`config.mk`:
```
export PLATFORM = sky130hd
export DESIGN_NAME = conv_result_buffer
export DESIGN_NICKNAME = d
export VERILOG_FILES = /design/src/rtl/conv_result_buffer.sv
export SDC_FILE = /design/constraint.sdc
export NUM_CORES = 1
export LEC_CHECK = 0
export BUFFER_PORTS_ARGS = -buffer_cell sky130_fd_sc_hd__buf_2
export CAP_MARGIN = 20
export CORE_MARGIN = 3
export CORE_UTILIZATION = 47
export CTS_CLUSTER_DIAMETER = 30
export DETAILED_ROUTE_END_ITERATION = 12
export HOLD_SLACK_MARGIN = 0.02
export PLACE_DENSITY = 0.62
export SYNTH_ARGS = -nofsm -noshare
export SYNTH_HDL_FRONTEND = slang
export SYNTH_SLANG_ARGS = --single-unit
```
`constraint.sdc`:
```
create_clock -name clk -period 3.5 [get_ports clk]
set_input_delay 0.525 -clock clk [delete_from_list [all_inputs] [get_ports clk]]
set_output_delay 0.525 -clock clk [all_outputs]
set_load 0.005 [all_outputs]
```
`src/rtl/conv_result_buffer.sv`:
```
// Result buffer behind the convolution core: tags each result with its (row, col) position,
// applies optional ReLU, queues it in a FIFO and holds off the next frame until this one drains.
module conv_result_buffer #(
  parameter int unsigned DATA_WIDTH = 16,
  parameter int unsigned OUT_DIM    = 14,
  parameter int unsigned DEPTH      = 16,
  parameter bit          RELU       = 1'b0
) (
  input  logic                       clk,
  input  logic                       rst,
  input  logic                       clear,
  input  logic                       in_valid,
  input  logic [DATA_WIDTH-1:0]      in_data,
  output logic                       in_ready,
  output logic                       out_valid,
  input  logic                       out_ready,
  output logic [DATA_WIDTH-1:0]      out_data,
  output logic [$clog2(OUT_DIM)-1:0] out_row,
  output logic [$clog2(OUT_DIM)-1:0] out_col,
  output logic                       out_last,
  output logic                       frame_done,
  output logic [$clog2(DEPTH):0]     count
);

  localparam int unsigned CW = $clog2(OUT_DIM);
  localparam int unsigned PW = $clog2(DEPTH);
  localparam int unsigned NW = PW + 1;

  typedef enum logic {StRun, StDrain} state_t;

  state_t          state_q, state_d;
  logic [PW-1:0]   wr_ptr_q, wr_ptr_d, rd_ptr_q, rd_ptr_d;
  logic [NW-1:0]   count_q, count_d;
  logic [CW-1:0]   row_q, row_d, col_q, col_d;
  logic            frame_done_q, frame_done_d;

  logic [DATA_WIDTH-1:0] mem_data [DEPTH];
  logic [CW-1:0]         mem_row  [DEPTH];
  logic [CW-1:0]         mem_col  [DEPTH];
  logic                  mem_last [DEPTH];

  logic                  full, push, pop, is_last, head_last;
  logic [DATA_WIDTH-1:0] wr_data;

  assign full      = (count_q == NW'(DEPTH));
  assign in_ready  = (state_q == StRun) && !full;
  assign out_valid = (count_q != '0);
  assign push      = in_valid && in_ready;
  assign pop       = out_valid && out_ready;
  assign is_last   = (row_q == CW'(OUT_DIM - 1)) && (col_q == CW'(OUT_DIM - 1));
  assign head_last = mem_last[rd_ptr_q];
  assign wr_data   = (RELU && in_data[DATA_WIDTH-1]) ? '0 : in_data;

  // Head fields are forced to zero while empty so stale storage never shows.
  assign out_data   = out_valid ? mem_data[rd_ptr_q] : '0;
  assign out_row    = out_valid ? mem_row[rd_ptr_q]  : '0;
  assign out_col    = out_valid ? mem_col[rd_ptr_q]  : '0;
  assign out_last   = out_valid ? head_last          : 1'b0;
  assign frame_done = frame_done_q;
  assign count      = count_q;

  always_comb begin
    state_d      = state_q;
    wr_ptr_d     = wr_ptr_q;
    rd_ptr_d     = rd_ptr_q;
    count_d      = count_q;
    row_d        = row_q;
    col_d        = col_q;
    frame_done_d = 1'b0;
    if (clear) begin
      state_d  = StRun;
      wr_ptr_d = '0;
      rd_ptr_d = '0;
      count_d  = '0;
      row_d    = '0;
      col_d    = '0;
    end else begin
      if (pop) begin
        rd_ptr_d = rd_ptr_q + PW'(1);
        if (head_last) begin
          state_d      = StRun;
          frame_done_d = 1'b1;
        end
      end
      if (push) begin
        wr_ptr_d = wr_ptr_q + PW'(1);
        if (is_last) begin
          row_d   = '0;
          col_d   = '0;
          state_d = StDrain;
        end else if (col_q == CW'(OUT_DIM - 1)) begin
          col_d = '0;
          row_d = row_q + CW'(1);
        end else begin
          col_d = col_q + CW'(1);
        end
      end
      unique case ({push, pop})
        2'b10:   count_d = count_q + NW'(1);
        2'b01:   count_d = count_q - NW'(1);
        default: count_d = count_q;
      endcase
    end
  end

  always_ff @(posedge clk or posedge rst) begin
    if (rst) begin
      state_q      <= StRun;
      wr_ptr_q     <= '0;
      rd_ptr_q     <= '0;
      count_q      <= '0;
      row_q        <= '0;
      col_q        <= '0;
      frame_done_q <= 1'b0;
    end else begin
      state_q      <= state_d;
      wr_ptr_q     <= wr_ptr_d;
      rd_ptr_q     <= rd_ptr_d;
      count_q      <= count_d;
      row_q        <= row_d;
      col_q        <= col_d;
      frame_done_q <= frame_done_d;
    end
  end

  always_ff @(posedge clk) begin
    if (push && !clear) begin
      mem_data[wr_ptr_q] <= wr_data;
      mem_row[wr_ptr_q]  <= row_q;
      mem_col[wr_ptr_q]  <= col_q;
      mem_last[wr_ptr_q] <= is_last;
    end
  end

endmodule

```
==> Word level (Yosys, flattened, before mapping) <==
Memory sizes are Yosys's and may differ from the RTL's.
Cells that the tools add are included.
{ "totals": {"register_bits": 23, "mem_bits_rw": 400, "elab_cells": 64, "n_memories": 4} }
{ "classes": {"add_sub_neg": 6, "eq_ne": 5, "muxes": 28, "n_bitwise": 1, "n_reduce_logical": 13} }
{ "mem_list": {"columns": ["name", "words", "width", "rd", "rd_clocked_by_memory_dff", "wr", "line", "rtl"], "rows": [
  ["mem_data", 16, 16, 1, 0, 1, "37", "logic [DATA_WIDTH-1:0] mem_data [DEPTH];"],
  ["mem_col", 16, 4, 1, 0, 1, "39", "logic [CW-1:0] mem_col [DEPTH];"],
  ["mem_row", 16, 4, 1, 0, 1, "38", "logic [CW-1:0] mem_row [DEPTH];"],
  ["mem_last", 16, 1, 1, 0, 1, "40", "logic mem_last [DEPTH];"]
]} }
{ "op_table": {"columns": ["operator", "n"], "rows": [
  ["4-bit 2-to-1 mux", 14],
  ["4-bit by 1-bit adder with 4-bit output, second input constant", 4],
  ["16-bit 2-to-1 mux", 1],
  ["1-bit 2-to-1 mux", 11],
  ["5-bit case mux with 2 select lines", 1],
  ["4-bit == test, second input constant", 2],
  ["3-bit nonzero test", 2],
  ["5-bit by 1-bit adder with 5-bit output, second input constant", 1],
  ["5-bit == test, second input constant", 1],
  ["1-bit logical AND", 5],
  ["5-bit 2-to-1 mux", 1],
  ["5-bit nonzero test", 1],
  ["5-bit by 1-bit subtractor with 5-bit output, second input constant", 1],
  ["2-bit nonzero test", 2],
  ["2-bit by 1-bit == test with 1-bit output, second input constant", 1],
  ["2-bit == test, second input constant", 1],
  ["1-bit logical NOT", 2],
  ["2-bit AND reduction", 1],
  ["1-bit NOT", 1]
]} }

==> Logic depth before layout (Yosys ltp) <==
Gate-level depths: netlist (run 1).
{ "depth": {"depth_word": 7, "mapped_depth": 12, "ltp_nobuf": 11} }

==> Worst setup path after synthesis (run 1) <==
OpenSTA, ideal clock, no wires.
{ "synth_path": {"kind": "input-to-reg", "startpoint": "input in_valid", "endpoint": "memory mem_col[0][0] (netlist bit), enable pin", "arrival_time_ns": 2.770, "setup_slack_ns": 0.292, "stages": 4, "n_path_buf": 1, "path_cell_list": "nor2b_1 buf_2 o21ai_2 nor3_1"} }
{ "synth_via": {"elab_chain_len": 4} }
{ "synth_lines": {"columns": ["item", "line", "rtl"], "rows": [
  ["from (decl)", "12", "input logic in_valid,"],
  ["1-bit logical AND", "48", "assign push = in_valid && in_ready;"],
  ["1-bit logical AND", "127", "if (push && !clear) begin"],
  ["1-bit 2-to-1 mux", "127", null],
  ["1-bit 2-to-1 mux (implied by the code)", "130", "mem_col[wr_ptr_q] <= col_q;"],
  ["to (decl)", "39", null]
]} }
Every way passes these cells.

==> Final worst setup path (run 1) <==
{ "layout_path": {"startpoint": "register rd_ptr_q[0]", "endpoint": "output out_col[0]"} }
{ "layout_via": {"elab_chain_len": 2} }
{ "layout_lines": {"columns": ["item", "line", "rtl"], "rows": [
  ["from (decl)", "32", "logic [PW-1:0] wr_ptr_q, wr_ptr_d, rd_ptr_q, rd_ptr_d;"],
  ["from (signal assigned)", "118", "rd_ptr_q <= rd_ptr_d;"],
  ["memory 16 x 4 bit", null, null],
  ["4-bit 2-to-1 mux", "57", "assign out_col = out_valid ? mem_col[rd_ptr_q] : '0;"],
  ["to (decl)", "19", "output logic [$clog2(OUT_DIM)-1:0] out_col,"]
]} }
Every way passes these cells.

==> summary.md, run 1 <==
| Metric | Value |
|---|---|
| Worst Skew | 0.0243 ns |
| DR WL/cell | 26.0 um |
| Mapped Nets | 795 |
| Share of cells above drive strength 1 | 0.387 |
| Placer Congestion | 0.807 |
| Bufs and invs on worst path | 2 |
| Critical Setup Path Class | reg2out |
| Top Ports | 54 |
| CTS tree | yes |
| Vias | 8261 |
| Worst slew pin tran | 0.942 ns |
| Finish-stage setup viols | 0 |
| Fmax | 301 MHz |
| CP Capture Type | primary output |
| Top cell family by delay on the critical path | multiplexers |
| # diodes | 0 |
| Sequential power share | 0.361 |
| Total gr overflow | 0 |
| Htree depth | 3 |
| CP Cell Sequence | buf_6, mux4_2, mux4_2, and2_1, buf_2 |
| ANT nets after route | 0 |
| Pins over their slew limit | 0 |
| First-pass GRT wire length | 56.5 mm |
| Psw | 0.00385 W |
| Core ar. | 34800 sq um |
| Setup TNS | 0 ns |
| Drt first pass iters | 5 |
| Min cycle time layout | 3.33 ns |
| Maximum vdd drop | 0.436 mV |
| DR iter-0 viols | 667 |
| Number of global-route vias before repair | 8998 |
| Initial Util | 0.480 |
| Lkg Pwr | 6.93 nW |
| Initial antenna violation count | 0 |
| Die height | 195 um |
| CP most frequent cell | mux4_2 |
| Final setup margin | 0.174 ns |
| DRC viols | 0 |
| Int Pwr | 0.0123 W |
| CP Launch Type | flip-flop |
| PD cells | 779 nW/um^2 |
| Dpl ws | 0.319 ns |
| Tcrit/Tclk final | 0.950 |
| Slew HR | 0.371 |
| Largest net degree at the start of global routing | 33 |
| Synth unique cells | 49 |
| Ys async rst share | 0.0544 |
| Main flop type after synthesis | edfxtp_1 |
| Switching Fraction | 0.239 |
| TritonCTS Buffers | 84 |
| NumNets Final | 929 |
| Post-synth EDFFs | 400 |
| Gate Count Post-Synth | 763 |
| #FFs+latches synth | 423 |
| Worst-path clk slew | 0.05 ns |
| Post-DP HPWL | 19.2 mm |
| Arrival @ worst endpoint | 2.80 ns |
| Clock sinks | 423 |
| Total track usage | 0.200 |
| Non-Filler Instances | 1421 |
| Vias per Instance | 5.81 |
| Row count | 68 |
| Area grow syn2layout | 23.7% |
| Layout Utilization | 0.594 |
| Die ar. | 37900 sq um |
| Worst EP required | 2.97 ns |
| CP max-delay cell | dfrtp_4 |
| Max_cap viols | 0 |
| Clk buf depth | 3 |
| Die width | 195 um |
| Clock network power share | 0.497 |
| Syn avg cell area | 21.9 sq um |
| Status | completed |
| Synth warnings | 0 |
| Min-Delay Path Class | in2async |
| Hold Fails Final Rpt | 0 |
| Syn Std Cell Area | 16700 sq um |
| Clock Latency Late Sink | 0.58 ns |
| Buffers on Ports | 53 |
| Placed cells | 1265 |
| Drt total wl | 37.0 mm |
| CTS root buffer | clkbuf_16 |
| Seq/Total Area, Yosys | 0.753 |
| CP max FO | 16 |
| Max incr delay on CP | 0.54 ns |
| Unrepaired setup endpoints after global routing | false |
| Logic gate share of total power | 0.142 |
## through the flow
step,area [sq um],total power (W),hold slack (ns)
floorplan,16700,0.00746,0.496
global placement,17700,0.00813,0.537
detailed placement,17700,0.00820,0.542
CTS,20600,0.0163,0.164
global route,20700,0.0167,0.203
finish,20700,0.0161,0.152
## logic make-up after synthesis
| group | Yosys count | share of synthesized area |
|---|---|---|
| AOI/OAI and AO/OA | 41 | 0.0165 |
| xor gates and xnor gates | 6 | 0.00314 |
| adders and majority gates | 11 | 0.00824 |
| buffers and inverters | 49 | 0.0143 |
| DFF | 423 | 0.753 |
| muxes | 127 | 0.170 |
| and+or+nand+nor | 106 | 0.0350 |
## power by group through the flow
| stage | clock network, W | registers (W) | logic [W] |
|---|---|---|---|
| global route | 0.00841 | 0.00582 | 0.00250 |
| floorplan | 0 | 0.00582 | 0.00164 |
| CTS | 0.00812 | 0.00583 | 0.00230 |
| detailed placement | 0 | 0.00592 | 0.00229 |
| global placement | 0 | 0.00590 | 0.00223 |
| finish | 0.00801 | 0.00581 | 0.00229 |
## per-layer routing
metal,vias up,GRT usage,share of wire
met5,-,0,0
met4,0,0.0718,0.018
met3,46,0.0385,0.059
met2,295,0.324,0.50
met1,4439,0.276,0.42
li1,3481,-,-
## state kept, by name (all words and copies together) (netlist names), 4 cells and up
register	count
mem_col	64
rd_ptr_q	4
mem_last	16
mem_data	256
count	5
col_q	4
row_q	4
wr_ptr_q	4
mem_row	64
## synthesized netlist by cell type (2+ instances only)
master | n | area (sq um)
nand2_1 | 17 | 63.8
edfxtp_1 | 400 | 12000
buf_2 | 8 | 40.0
nor2_1 | 19 | 71.3
mux4_2 | 125 | 2820
a21oi_1 | 18 | 90.1
ha_1 | 11 | 138
dfrtp_1 | 23 | 576
clkbuf_1 | 19 | 71.3
nor3b_1 | 3 | 22.5
xor2_1 | 5 | 43.8
buf_4 | 10 | 75.1
inv_1 | 8 | 30.0
o21ai_1 | 3 | 15.0
or4_1 | 2 | 15.0
nand2b_1 | 2 | 12.5
o21ai_0 | 3 | 15.0
and2_1 | 33 | 206
o31ai_1 | 2 | 15.0
nand3_1 | 6 | 30.0
buf_1 | 2 | 7.51
nor3_1 | 11 | 55.1
nor2b_1 | 2 | 12.5
or3_1 | 3 | 18.8
a31oi_1 | 3 | 18.8
a21o_1 | 2 | 15.0
## final timing paths
kind                             start     endpoint  slack, ns  depth (start not counted)
hold reg to reg                state_q      state_q       0.57                          1
hold / removal                     rst  wr_ptr_q[0]       0.15                          2
setup / recovery           rd_ptr_q[0]   out_col[0]       0.17                          5
min in group clk              in_valid      state_q       0.31                          3
max in group asynchronous          rst  rd_ptr_q[1]       2.66                          2
setup reg to reg              count[0]     count[2]       0.28                         10
## layout by cell type (no fill, tap or decap), types with 10 or more instances in the layout
cell and count:
dfrtp_1 20, bufinv_16 12, and2_1 33, clkinv_4 10, nand2_1 17, a21oi_1 18
clkinv_2 14, buf_2 53, nor2_1 15, clkinvlp_4 11, buf_4 24, edfxtp_1 400
clkbuf_16 87, ha_1 11, mux4_2 125
## timing repair
item,4_1_cts,5_1_grt
setup buffers,0,1
hold buffers,0,0
gates resized for setup,0,1
endpoints found under the setup margin,0,3
## layout make-up
cell class / instances / area (sq um)
multi-input cells: 291 / 3920
clock buffers: 95 / 2210
flip-flops and latches: 423 / 12600
fillers: 2406 / 14100
inverters: 9 / 33.8
well taps: 455 / 569
repair buffers: 88 / 664
clock inverters: 60 / 694
Power figures use the tool's default switching activity.
==> inputs of run 2 (changes only) <==
- RECOVER_POWER: unset -> 100
==> summary.md, run 2 (same netlist as run 1, synthesis figures left out) <==
| Metric | Value |
|---|---|
| CP Capture Type | primary output |
| Buffers on Ports | 53 |
| DRC viols | 0 |
| Clk buf depth | 3 |
| Row count | 68 |
| Bufs and invs on worst path | 2 |
| CP Cell Sequence | clkbuf_4, mux4_2, mux4_2, and2_0, buf_2 |
| CP Launch Type | flip-flop |
| Die width | 195 um |
| Worst-path clk slew | 0.05 ns |
| Met1 wire length | 15.3 mm |
| CTS root buffer | clkbuf_16 |
| Drt first pass iters | 5 |
| Worst EP required | 2.97 ns |
| Hold Fails Final Rpt | 0 |
| Core ar. | 34800 sq um |
| WL met3 | 2.45 mm |
| Status | completed |
| Setup TNS | 0 ns |
| CTS Hold Bufs | 0 |
| Finish-stage setup viols | 0 |
| Slew HR | 0.263 |
| Most frequent cells in the layout | edfxtp_1, mux4_2, clkbuf_16, clkbuf_1, buf_2 |
| Initial Util | 0.480 |
| Min-Delay Path Class | in2async |
| Initial antenna violation count | 0 |
| First-pass GRT wire length | 56.5 mm |
| CP most frequent cell | mux4_2 |
| Cells on worst reg2reg path | 6 |
| Clock sinks | 423 |
| Critical Setup Path Class | reg2out |
| Fmax | 299 MHz |
| NumNets Final | 929 |
| Lkg Pwr | 6.77 nW |
| CP max FO | 17 |
| Worst Skew | 0.0237 ns |
| Placer Congestion | 0.807 |
| CP max-delay cell | dfrtp_4 |
| Share of cells above drive strength 1 | 0.342 |
| Unrepaired setup endpoints after global routing | false |
| Met2 wire len | 18.6 mm |
| Area grow syn2layout | 22.7% |
| # diodes | 0 |
| Tcrit/Tclk final | 0.957 |
| Largest net degree at the start of global routing | 33 |
| Min cycle time layout | 3.35 ns |
| ANT nets after route | 0 |
| Total gr overflow | 0 |
| TritonCTS Buffers | 84 |
| Dpl ws | 0.319 ns |
| Die ar. | 37900 sq um |
| CTS tree | yes |
| Arrival @ worst endpoint | 2.82 ns |
| Fillcell total | 2448 |
| Post-DP HPWL | 19.2 mm |
| Pins over their slew limit | 0 |
| Clock Latency Late Sink | 0.58 ns |
| Max incr delay on CP | 0.68 ns |
| Top Metal Used | met4 |
| Maximum vdd drop | 0.435 mV |
| Commonest non-fill, non-tap cell in the layout | edfxtp_1 |
| DR WL/cell | 26.0 um |
| Largest Register | mem_data |
| Top Ports | 54 |
| Final setup margin | 0.151 ns |
| Number of global-route vias before repair | 8998 |
| Vias | 8252 |
| Crit. path cell count | 5 |
| Top flop regs | mem_data x256, mem_col x64, mem_row x64 |
| Die height | 195 um |
| Total track usage | 0.200 |
| Drt total wl | 37.0 mm |
| Worst slew pin tran | 1.11 ns |
| Max reg flops | 256 |
| PD cells | 784 nW/um^2 |
| Max_cap viols | 0 |
| Top cell family by delay on the critical path | multiplexers |
| DR iter-0 viols | 789 |
| Crit path from | rd_ptr_q[1] |
| Vias per Instance | 5.81 |
| R2r startpoint | count[0] |
| Htree depth | 3 |
-- run 2: cell count changes in the layout (fill, tap and decap cells not counted), moves of 2 or more --
cell      change
and2_0       +21
and2_1       -21
buf_12        -2
buf_2        -29
buf_4        -22
clkbuf_1     +34
clkbuf_2     +17
nor2_1        +2
nor2_2        -2
nor3_1        +4
nor3_2        -4
o21ai_0       +2
o21ai_1       -2
-- run 2: worst paths after layout --
check	end	slack [ns]
max	out_col[3]	0.15
min	wr_ptr_q[0]	0.16
max reg2reg	mem_data[15][2]	0.19
min reg2reg	state_q	0.56
max in group asynchronous	rd_ptr_q[1]	2.66
min in group clk	state_q	0.31
-- run 2: per-stage QoR --
step | hold WS, ns | util | power (W) | cells | instance area [sq um]
after floorplan | 0.496 | - | 0.00746 | 763 | 16700
after global placement | 0.537 | 0.510 | 0.00813 | 1265 | 17700
after detailed placement | 0.542 | 0.510 | 0.00820 | 1265 | 17700
after CTS | 0.164 | 0.593 | 0.0163 | 1420 | 20600
after global routing | 0.203 | 0.589 | 0.0167 | 1421 | 20500
final | 0.156 | 0.589 | 0.0161 | 1421 | 20500
-- run 2: what timing repair did --
item / CTS / global route
endpoints found under the hold margin: 0 / 0
buffers inserted: 0 / 1
resized for setup: 0 / 1
setup endpoints to repair: 0 / 3
-- run 2: area by class of cell --
class	instances	area (sq um)	area share
clock buffer	95	2210	0.108
clock inverter	60	694	0.0339
inverter	9	33.8	0.00165
multi-input combinational	291	3870	0.189
sequential	423	12600	0.614
tap	455	569	0.0278
timing repair buffer	88	538	0.0262
-- run 2: power by group --
part           switching [W]  internal (W)  leakage, nW
Combinational        0.00111       0.00113         1.37
Sequential          0.000146       0.00567         4.01
Clock                0.00259       0.00543         1.39
-- run 2: layer usage --
| layer | GRT usage | up-vias |
|---|---|---|
| met4 | 0.0718 | 0 |
| met3 | 0.0385 | 48 |
| met5 | 0 | - |
| met1 | 0.276 | 4412 |
| li1 | - | 3480 |
| met2 | 0.324 | 312 |
-- run 2: worst reg2reg max path, delay by kind of cell, from the launching register on --
kind | cells | cell delay [ns]
flip-flops | 1 | 0.44
AND/OR/NAND/NOR | 4 | 1.54
AO/OA/AOI/OAI | 1 | 0.16
buffers and inverters | 1 | 0.66
==> inputs of run 3 (changes only) <==
==> constraint.sdc (replaced) <==
create_clock -name clk -period 3.5 [get_ports clk]
set_input_delay 0.35 -clock clk [delete_from_list [all_inputs] [get_ports clk]]
set_output_delay 0.35 -clock clk [all_outputs]
set_load 0.005 [all_outputs]
==> summary.md, run 3 (same netlist as run 1, synthesis figures left out) <==
| Metric | Value |
|---|---|
| Unrepaired setup endpoints after global routing | false |
| Die height | 195 um |
| Share of cells above drive strength 1 | 0.331 |
| Lkg Pwr | 6.60 nW |
| # diodes | 0 |
| Max incr delay on CP | 1.25 ns |
| DR iter-0 viols | 702 |
| Min-Delay Path Class | in2reg |
| Setup TNS | 0 ns |
| Post-cts sizing count | 0 |
| Die ar. | 37900 sq um |
| Status | finished, violations left |
| Failing checks | capacitance limit, slew limit |
| Worst slew pin tran | 1.54 ns |
| CTS tree | yes |
| CP endpoint | mem_data[3][2] |
| Placer Congestion | 0.840 |
| R2r setup slk | 0.19 ns |
| Min cycle time layout | 3.31 ns |
| Dpl ws | 0.318 ns |
| Clock sinks | 423 |
| Fmax | 302 MHz |
| CP max-delay cell | nor3_1 |
| Worst EP required | 3.70 ns |
| Htree depth | 3 |
| Commonest non-fill, non-tap cell in the layout | edfxtp_1 |
| Most frequent cells in the layout | edfxtp_1, mux4_2, clkbuf_16, clkbuf_1, buf_2 |
| DR WL/cell | 25.7 um |
| Initial antenna violation count | 1 |
| Worst Skew | 0.0185 ns |
| Core ar. | 34800 sq um |
| Critical R2R Capture | mem_data[3][2] |
| Arrival @ worst endpoint | 3.52 ns |
| Largest Register | mem_data |
| NumNets Final | 920 |
| Top Metal Used | met4 |
| Pins over their slew limit | 8 |
| Drt total wl | 35.9 mm |
| Max reg flops | 256 |
| Met2 wire len | 18.1 mm |
| WL met3 | 2.31 mm |
| Number of global-route vias before repair | 8972 |
| Worst-path clk slew | 0.05 ns |
| CP Launch Type | flip-flop |
| Clk buf depth | 3 |
| Vias per Instance | 5.84 |
| Post-DP HPWL | 18.7 mm |
| Final setup margin | 0.185 ns |
| CP Capture Type | flip-flop |
| R2r startpoint | count[1] |
| PD cells | 755 nW/um^2 |
| Met1 wire length | 14.7 mm |
| Buffers on Ports | 53 |
| Cells on worst reg2reg path | 4 |
| Vias | 8173 |
| DRC viols | 0 |
| CP Cell Sequence | or4_1, o21ai_2, nor3_1, buf_4 |
| Largest net degree at the start of global routing | 58 |
| Hold WS | 0.145 ns |
| Total track usage | 0.196 |
| Slew HR | -0.0315 |
| TritonCTS Buffers | 80 |
| Crit path from | count[1] |
| Top flop regs | mem_data x256, mem_col x64, mem_row x64 |
| Clock Latency Late Sink | 0.56 ns |
| Max_cap viols | 1 |
| Tcrit/Tclk final | 0.947 |
| Top Ports | 54 |
| Hold Fails Final Rpt | 0 |
| Total gr overflow | 0 |
| First-pass GRT wire length | 55.6 mm |
| CTS root buffer | clkbuf_16 |
| Finish-stage setup viols | 0 |
| Row count | 68 |
| Maximum vdd drop | 0.583 mV |
| ANT nets after route | 0 |
| Drt first pass iters | 5 |
| Fillcell total | 2502 |
| CP max FO | 19 |
| Die width | 195 um |
| Total power | 0.0152 W |
| Initial Util | 0.480 |
| Critical Setup Path Class | reg2reg |
| Area grow syn2layout | 20.4% |
[run 3: layout make-up]
type / count / area (sq um) / area share
sequential: 423 / 12600 / 0.626
clock buffer: 90 / 2080 / 0.103
inverter: 9 / 33.8 / 0.00168
multi-input combinational: 291 / 3870 / 0.192
timing repair buffer: 83 / 467 / 0.0232
clock inverter: 49 / 503 / 0.0250
tap: 455 / 569 / 0.0283
[run 3: worst min-delay path by stage]
stage                         from  cells after the start  endpoint
final                     in_valid                      3   state_q
after detailed placement   state_q                      1   state_q
after CTS                 in_valid                      3   state_q
after global routing      in_valid                      3   state_q
after global placement     state_q                      1   state_q
after floorplan                rst                      1  col_q[0]
[run 3: repair_timing]
action / 4_1_cts / 5_1_grt
hold buffers: 1 / 0
endpoints found under the hold margin: 23 / 0
setup buffers: 0 / 0
[run 3: critical path: cells and delay by family, from the launching register on]
kind            cells  cell delay [ns]
buf+inv             1             0.55
compound gates      1             0.23
simple gates        2             1.68
flops               1             0.48
[run 3: through the flow]
step / area, sq um / utilization / std cells
after floorplan: 16700 / - / 763
after global placement: 17600 / 0.507 / 1260
after detailed placement: 17600 / 0.507 / 1260
after CTS: 20200 / 0.581 / 1400
after global routing: 20100 / 0.578 / 1400
final: 20100 / 0.578 / 1400
[run 3: power breakdown]
part / total (W) / leakage, nW / switching, W / internal [W]
Clock: 0.00720 / 1.24 / 0.00241 / 0.00479
Sequential: 0.00579 / 4.01 / 0.000121 / 0.00567
Combinational: 0.00220 / 1.35 / 0.00111 / 0.00108
Total: 0.0152 / 6.60 / 0.00365 / 0.0115
[run 3: layer usage]
metal / vias to the layer above / GRT usage
met4: 0 / 0.0612
li1: 3456 / -
met3: 67 / 0.0407
met1: 4345 / 0.267
met2: 305 / 0.323
met5: - / 0
